==> src/rtl/multi_ch_prescale_counter.sv <==
// multi_ch_prescale_counter: bank of NUM_CH W-bit event counters, each with a
// runtime-programmable prescaler, a terminal-count pulse and a selected-channel readback.
module multi_ch_prescale_counter #(
   parameter int NUM_CH   = 4,
   parameter int SEL_W    = 2,
   parameter int W        = 64,
   parameter int PW       = 8,
   parameter int DIV_RST  = 3,
   parameter int SATURATE = 0
) (
   input  logic                Clk,
   input  logic                Reset,
   input  logic                En,
   input  logic [SEL_W-1:0]    Slt,
   input  logic                Clr,
   input  logic                CfgWe,
   input  logic [PW-1:0]       CfgDiv,
   output logic [NUM_CH*W-1:0] Count_flat,
   output logic [W-1:0]        Sel_count,
   output logic [NUM_CH-1:0]   Tc
);
   for (genvar i = 0; i < NUM_CH; i++) begin : g_ch
      logic [W-1:0]  cnt;
      logic [PW-1:0] pre, div;
      logic          sel, inc;
      assign sel = Slt == SEL_W'(i);
      // an increment event needs plain En on this channel with the prescaler at its divisor
      assign inc = sel && En && !Clr && !CfgWe && pre == div;
      always_ff @(posedge Clk or posedge Reset)
         if (Reset) begin
            cnt   <= '0;
            pre   <= '0;
            div   <= PW'(DIV_RST);
            Tc[i] <= 1'b0;
         end else begin
            Tc[i] <= inc && &cnt;
            if (sel && Clr) begin
               cnt <= '0;
               pre <= '0;
            end else if (sel && CfgWe) begin
               div <= CfgDiv;
               pre <= '0;
            end else if (sel && En) begin
               pre <= pre == div ? '0 : pre + 1'b1;
               if (inc && !(SATURATE != 0 && &cnt)) cnt <= cnt + 1'b1;
            end
         end
      assign Count_flat[i*W +: W] = cnt;
   end
   always_comb begin
      Sel_count = '0;
      for (int i = 0; i < NUM_CH; i++)
         Sel_count = Slt == SEL_W'(i) ? Count_flat[i*W +: W] : Sel_count;
   end
endmodule

==> config.mk <==
export PLATFORM = sky130hd
export DESIGN_NAME = multi_ch_prescale_counter
export DESIGN_NICKNAME = d
export VERILOG_FILES = /design/src/rtl/multi_ch_prescale_counter.sv
export SDC_FILE = /design/constraint.sdc
export NUM_CORES = 1
export LEC_CHECK = 0
export ABC_AREA = 1
export CAP_MARGIN = 25
export CELL_PAD_IN_SITES_DETAIL_PLACEMENT = 0
export CELL_PAD_IN_SITES_GLOBAL_PLACEMENT = 2
export CORE_UTILIZATION = 32
export CTS_CLUSTER_DIAMETER = 100
export DETAILED_ROUTE_END_ITERATION = 7
export PLACE_DENSITY_LB_ADDON = 0.05
export SLEW_MARGIN = 20
export SYNTH_ARGS = -nofsm -noshare
export SYNTH_HDL_FRONTEND = slang
export SYNTH_SLANG_ARGS = --single-unit
==> constraint.sdc <==
create_clock -name Clk -period 18.6 [get_ports Clk]
set_input_delay 2.79 -clock Clk [delete_from_list [all_inputs] [get_ports Clk]]
set_output_delay 2.79 -clock Clk [all_outputs]
set_load 0.1 [all_outputs]
==> results.md, run 1 <==
- Vias per inst: roughly 5.3
- Post-route ant nets: 0
- Hold Path Sink: g_ch[2].div[0]
- HPWL Detailed: between 100000 and 150000 µm
- Sequential fraction of the synthesis area: 35.7%
- Placed Instances: 4864
- Largest family of logic cells by synthesized area: simple AND/OR/NAND/NOR gates
- Final worst path period share: between 50% and 60%
- Initial Utilization: around a third
- R2r worst-path depth: 9
- Io pins: approximately 340
- Pin count of the biggest net entering global routing: ~140
- Hold_buf cts: 0
- Final net count: approximately 4000
- Rel. slew slack: approximately a quarter
- Actual slew at the worst max-slew pin: between 1000 and 1500 ps
- Most frequent cells in the layout: 1278 x nand2_1, 688 x nor2_1, 338 x clkdlybuf4s50_1
- Fin Clk Skew: 28.0 ps
- IR drop worst, VDD: 0.0547 mV
- Worst R2R Setup Slack: ~15000 ps
- Initial DRC count: around 2600
- Most common cell after layout, fill and taps aside: nand2_1
- Max-cap violations: 0
- H-tree depth: 2
- Row Count: between 90 and 100
- Comb pwr share: 10.1%
- Resize count post-CTS: 0
- Async set or reset register ratio after synthesis: 100%
- Synth area leaders: dfrtp_1 35%, nand2_1 21%, nor2_1 11%
- Area of the die: just over 70000 µm²
- TritonRoute pass-1 iters: 7
- Pwr Density: ~66 nW/µm²
- Hold WC Path Type: reg2reg
- Avg Cell Area, Syn: 6.21 µm²
- WP data required: between 15000 and 20000 ps
- Synth Cell Area: ~23000 µm²
- Clock root cell: clkbuf_16
- CTS Buf Count: between 40 and 50
- Flops & latches, synth: roughly 320
- Port bufs: ~340
- Final core occ: 40.7%
- CP max-delay cell: clkdlybuf4s50_1
- FF-to-FF Start: g_ch[3].div[1]
- Sw Share: 29.5%
- Synthesis-to-layout area growth: 25.8%
- XOR/XNOR Fraction of Synth Area: under 10%
- Worst path cell trace: clkdlybuf4s50_1, inv_1, nand2_2, buf_4, inv_1, nand2_1, o2111ai_1, clkdlybuf4s50_1
- Slowest stage delay, CP: ~1100 ps
- Hold Startpoint: g_ch[2].div[0]
- Fmax achieved: around 0.11 GHz
- Pleak: around 11 nW
- Crit Path Max Fanout: 56
- Fraction of layout cells with a size suffix above 1: about 3.4%
- Net Count, Synth: around 3700
- Compound-Gate Fraction of Synth Area: under 10%
- Cell internal pwr: around 1.3 mW
- CP bufs+invs: 5
- Setup CP Type: in2out
- Critical path arrival: 6650 ps
- WL final: between 100000 and 150000 µm
- CTS sink count: ~320
- Final hold violations: 0
- All-layer global routing usage: between 30% and 40%
- Initial antenna violation count: 10
- First-pass GRT wire length: ~180000 µm
- Switching pwr: around 550 µW
- Total power: 1.88 mW
- Element type at the critical path end: output port
- Final worst slack: around 9000 ps
- Multiplexer share of the synthesized area: 0%
- Main synth FF type: dfrtp_1
- DR WL/cell: approximately 26 µm
- DRC: 0
- CTS clock-pin slew for the worst setup and hold paths: around 60 ps
- Die Ht: 268 µm
- GRT overflow: 0
- Synth Area in Simple Gates: ~44%
- Top-area cell type share of the netlist area: around a third
- Vias in the first global route: between 20000 and 25000
- Clk pwr share: between 40 and 50%
- Time the worst path needs with I/O delays and setup: around 9400 ps
- DR vias: ~26000
- Gpl congestion: approximately 0.96
- Post-synth EDFFs: 0
- Pins over their slew limit: 0
- CP delay by family, top: buffers and inverters
- Setup crit start kind: primary input
- Setup TNS: 0 ps
- TritonCTS clock tree: done
- Die Wd: around 270 µm
- Distinct cells, synth: 43
- Clock Path Buffers: 3
- Post-Syn Instances: approximately 3700
- RSZ-0062 raised after global routing: no
- Worst skew pair latency: 610 ps
- Yosys warnings: 0
- Post-Synth Adder-Cell Area: 0.441%
- Post-CTS setup buffer count: 0
- Synth area leader: dfrtp_1
- Seq pwr share: between 40% and 50%
- Final non-filler cell total: 4949
- Worst slack, placed: slightly above 9000 ps
- Status: completed
- Setup violators final: 0
- Reg-to-reg endpoint: g_ch[3].cnt[48]
- Hold path depth: 2
- CORE AREA: around 70000 µm²
==> flip-flops by register name (all words and copies together), names as in the netlist <==
signal and cells:
g_ch.div 32, Tc 4, g_ch.cnt 256, g_ch.pre 32
==> metrics by stage <==
stage	hold WS, ps	instance area (µm²)
floorplan	473	22700
global placement	483	27000
detailed placement	490	27000
CTS	500	28600
global route	509	28600
finish	495	28600
==> power groups by stage <==
stage                     combinational, mW  sequential (mW)  clock [mW]
after detailed placement              0.189            0.774           0
after global placement                0.189            0.775           0
after floorplan                      0.0946            0.797           0
after global routing                  0.205            0.764       0.960
final                                 0.189            0.762       0.925
after CTS                             0.190            0.761       0.939
==> worst max path at each step <==
stage	startpoint	to	slack, ps	cells past startpoint
3_3_place_gp	Slt[1]	Sel_count[19]	9350	8
3_5_place_dp	Slt[1]	Sel_count[19]	9320	8
2_1_floorplan	Reset	Tc[0]	6850	1
5_1_grt	Slt[1]	Sel_count[27]	9160	8
4_1_cts	Slt[1]	Sel_count[19]	9310	8
6_report	Slt[1]	Sel_count[19]	9160	8
==> synth_stat cells (all sizes together) (19+ instances only) <==
| master | instances |
|---|---|
| nand2 | 1283 |
| nor2 | 702 |
| xnor2 | 35 |
| nand3b | 22 |
| o2111ai | 35 |
| buf | 48 |
| nor3 | 53 |
| nand3 | 278 |
| dfrtp | 316 |
| a221oi | 19 |
| o21ai | 242 |
| nand4 | 92 |
| a21oi | 63 |
| xor2 | 34 |
| inv | 334 |
| clkbuf | 47 |
==> tightest hold or removal path, cell delays in order (launching register included) <==
cell     delay (ps)
dfstp_2         370
nand2_1          50
o21ai_0          70
==> kinds of logic (layout without fill, tap and decap cells) <==
kind of cell | count (synthesis) | in the layout
other | 0 | 3
xor gates and xnor gates | 69 | 69
DFF | 324 | 324
AOI/OAI and AO/OA | 386 | 386
and+or+nand+nor | 2442 | 2442
adders and majority gates | 8 | 8
buffers and inverters | 431 | 777
==> cell type report <==
type | instances | area (µm²)
multi-input combinational | 2905 | 12900
clock inverter | 23 | 308
clock buffer | 59 | 1230
timing repair buffer | 359 | 3550
sequential | 324 | 8120
fill | 7751 | 41600
inverter | 336 | 1270
tap | 940 | 1180
antenna | 3 | 7.51
==> per-layer routing <==
| layer | routed length [µm] | track usage, % | vias up |
|---|---|---|---|
| met5 | 73 | 0 | - |
| met4 | 5510 | 14.3 | 8 |
| met3 | 11700 | 8.13 | 215 |
| met2 | 56900 | 55.0 | 1101 |
| met1 | 54400 | 47.0 | 12700 |
| li1 | - | - | 12400 |
(Power assumes the default switching activity.)
==> run 2, diff against run 1 <==
--- a/config.mk
+++ b/config.mk
@@ -9,7 +9,7 @@
 export CAP_MARGIN = 25
 export CELL_PAD_IN_SITES_DETAIL_PLACEMENT = 0
 export CELL_PAD_IN_SITES_GLOBAL_PLACEMENT = 2
-export CORE_UTILIZATION = 32
+export CORE_UTILIZATION = 29
 export CTS_CLUSTER_DIAMETER = 100
 export DETAILED_ROUTE_END_ITERATION = 7
 export PLACE_DENSITY_LB_ADDON = 0.05
==> constraint.sdc (replaced) <==
create_clock -name Clk -period 8.7 [get_ports Clk]
set_input_delay 1.305 -clock Clk [delete_from_list [all_inputs] [get_ports Clk]]
set_output_delay 1.305 -clock Clk [all_outputs]
set_load 0.1 [all_outputs]
==> run 2 against run 1 <==
Against the previous run:
- cell area is 1.0% higher
- sequential power up 110%
- clock skew grew 5.3 ps
- flip-flop and latch count stayed put
- worst setup slack worse by 6800 ps
- combinational power is 120% higher
- worst hold slack gained 1.5 ps
- critical path type unchanged
- critical endpoint is now Sel_count[21]
- largest cell class unchanged
==> results.md, run 2 (synthesized netlist as in run 1, its figures left out) <==
- Row Count: around 100
- Setup CP Type: in2out
- Setup crit start kind: primary input
- First-pass GRT wire length: 184000 µm
- IR drop worst, VDD: approximately 0.14 mV
- CORE AREA: 77500 µm²
- All-layer global routing usage: between 30% and 40%
- Post-route ant nets: 0
- Gpl congestion: about 0.95
- Crit Path Max Fanout: 44
- CTS clock-pin slew for the worst setup and hold paths: 60 ps
- Worst skew pair latency: between 600 and 700 ps
- Post-CTS setup buffer count: 0
- Rel. slew slack: 27.4%
- Finished layout cell area: roughly 29000 µm²
- Post-DP Area: about 27000 µm²
- H-tree depth: 2
- Clock Path Buffers: 3
- Crit-path most repeated cell: clkdlybuf4s50_1
- Max FFs per register: about 260
- Most common cell after layout, fill and taps aside: nand2_1
- Fmax achieved: 0.157 GHz
- Die Ht: about 280 µm
- Area of the die: 79400 µm²
- WL final: roughly 130000 µm
- Worst slack, placed: between 2000 and 2500 ps
- Fin Clk Skew: around 33 ps
- Initial Utilization: between 20% and 30%
- Synthesis-to-layout area growth: 27.1%
- DR WL/cell: 25.8 µm
- Clock root cell: clkbuf_16
- Largest regs: g_ch.cnt (256), g_ch.div (32), g_ch.pre (32)
- Final hold violations: 0
- Hold_buf cts: 0
- Initial DRC count: between 2000 and 3000
- Fraction of layout cells with a size suffix above 1: 3.61%
- Pin count of the biggest net entering global routing: approximately 130
- Initial antenna violation count: 12
- Pwr Density: 139 nW/µm²
- Setup TNS: 0 ps
- Most frequent cells in the layout: 1278 x nand2_1, 688 x nor2_1, 338 x clkdlybuf4s50_1
- WP data required: roughly 7400 ps
- Vias in the first global route: about 24000
- TritonCTS clock tree: done
- Actual slew at the worst max-slew pin: between 1000 and 1500 ps
- CTS Buf Count: 45
- Fill count: just under 9000
- Port bufs: roughly 340
- DRC: 0
- GRT overflow: 0
- Status: completed
- RSZ-0062 raised after global routing: no
- CP max-delay cell: clkdlybuf4s50_1
- Setup violators final: 0
- DR vias: 26300
- Time the worst path needs with I/O delays and setup: between 6000 and 7000 ps
- Slowest stage delay, CP: ~1200 ps
- Vias per inst: between 5 and 6
- Element type at the critical path end: output port
- Max-cap violations: 0
- Pins over their slew limit: 0
- CTS sink count: roughly 320
- Final net count: about 4000
- Pleak: 11.2 nW
- Resize count post-CTS: 0
- Worst path cell trace: clkdlybuf4s50_1, nand2_2, clkinv_2, a22oi_1, clkdlybuf4s50_1
- Critical path arrival: 5050 ps
- Worst hold slack: approximately 500 ps
- Die Wd: between 200 and 300 µm
- Biggest register: g_ch.cnt
- Final worst slack: about 2300 ps
- Hold WC Path Type: reg2reg
- HPWL Detailed: between 100000 and 150000 µm
- Io pins: 339
- TritonRoute pass-1 iters: 6
- Final worst path period share: between 70% and 80%
run 2: final cells by class:
class / instances / area, µm² / share of cell area [%]
Timing Repair Buffer: 367 / 3730 / 12.9
Antenna cell: 3 / 7.51 / 0.0260
Tap cell: 1040 / 1300 / 4.51
Sequential cell: 324 / 8120 / 28.1
Multi-Input combinational cell: 2905 / 12900 / 44.8
Inverter: 336 / 1270 / 4.39
Clock buffer: 60 / 1250 / 4.34
Clock inverter: 23 / 278 / 0.962
run 2: metrics by stage:
stage | instances | power (mW) | utilization [%]
6_report | 5058 | 4.02 | 37.3
5_1_grt | 5055 | 4.15 | 37.3
4_1_cts | 5052 | 4.06 | 37.1
3_5_place_dp | 4969 | 2.06 | 35.2
3_3_place_gp | 4967 | 2.07 | 35.1
2_1_floorplan | 3660 | 1.91 | -
run 2: final timing paths:
| check | start | endpoint | slack, ps | cells past startpoint |
|---|---|---|---|---|
| setup / recovery | Slt[1] | Sel_count[21] | 2340 | 5 |
| hold / removal | g_ch[0].div[1] | g_ch[0].div[1] | 500 | 2 |
| setup reg to reg | g_ch[0].cnt[1] | Tc[0] | 5510 | 7 |
| hold reg to reg | g_ch[0].div[1] | g_ch[0].div[1] | 500 | 2 |
| max in group asynchronous | Reset | g_ch[3].cnt[36] | 5850 | 4 |
| min in group asynchronous | Reset | g_ch[1].cnt[36] | 1060 | 2 |
run 2: report_power, final:
part	internal [mW]	switching (mW)	leakage, nW
clock	1.17	0.816	0.752
combinational	0.0992	0.319	5.99
sequential	1.56	0.0644	4.46
total	2.82	1.20	11.2
run 2: worst max-delay path: cells and delay by family:
family	cells	cell delay (ps)
and+or+nand+nor	1	540
buffers and inverters	3	2600
AOI/OAI and AO/OA	1	580
run 2: per-layer routing:
metal / global-route usage, % / routed length, µm / vias up
met3: 6.32 / 10700 / 220
met4: 13.1 / 5860 / 12
met5: 0 / 85 / -
li1: - / - / 12400
met1: 43.7 / 55800 / 12600
met2: 51.4 / 58300 / 1088
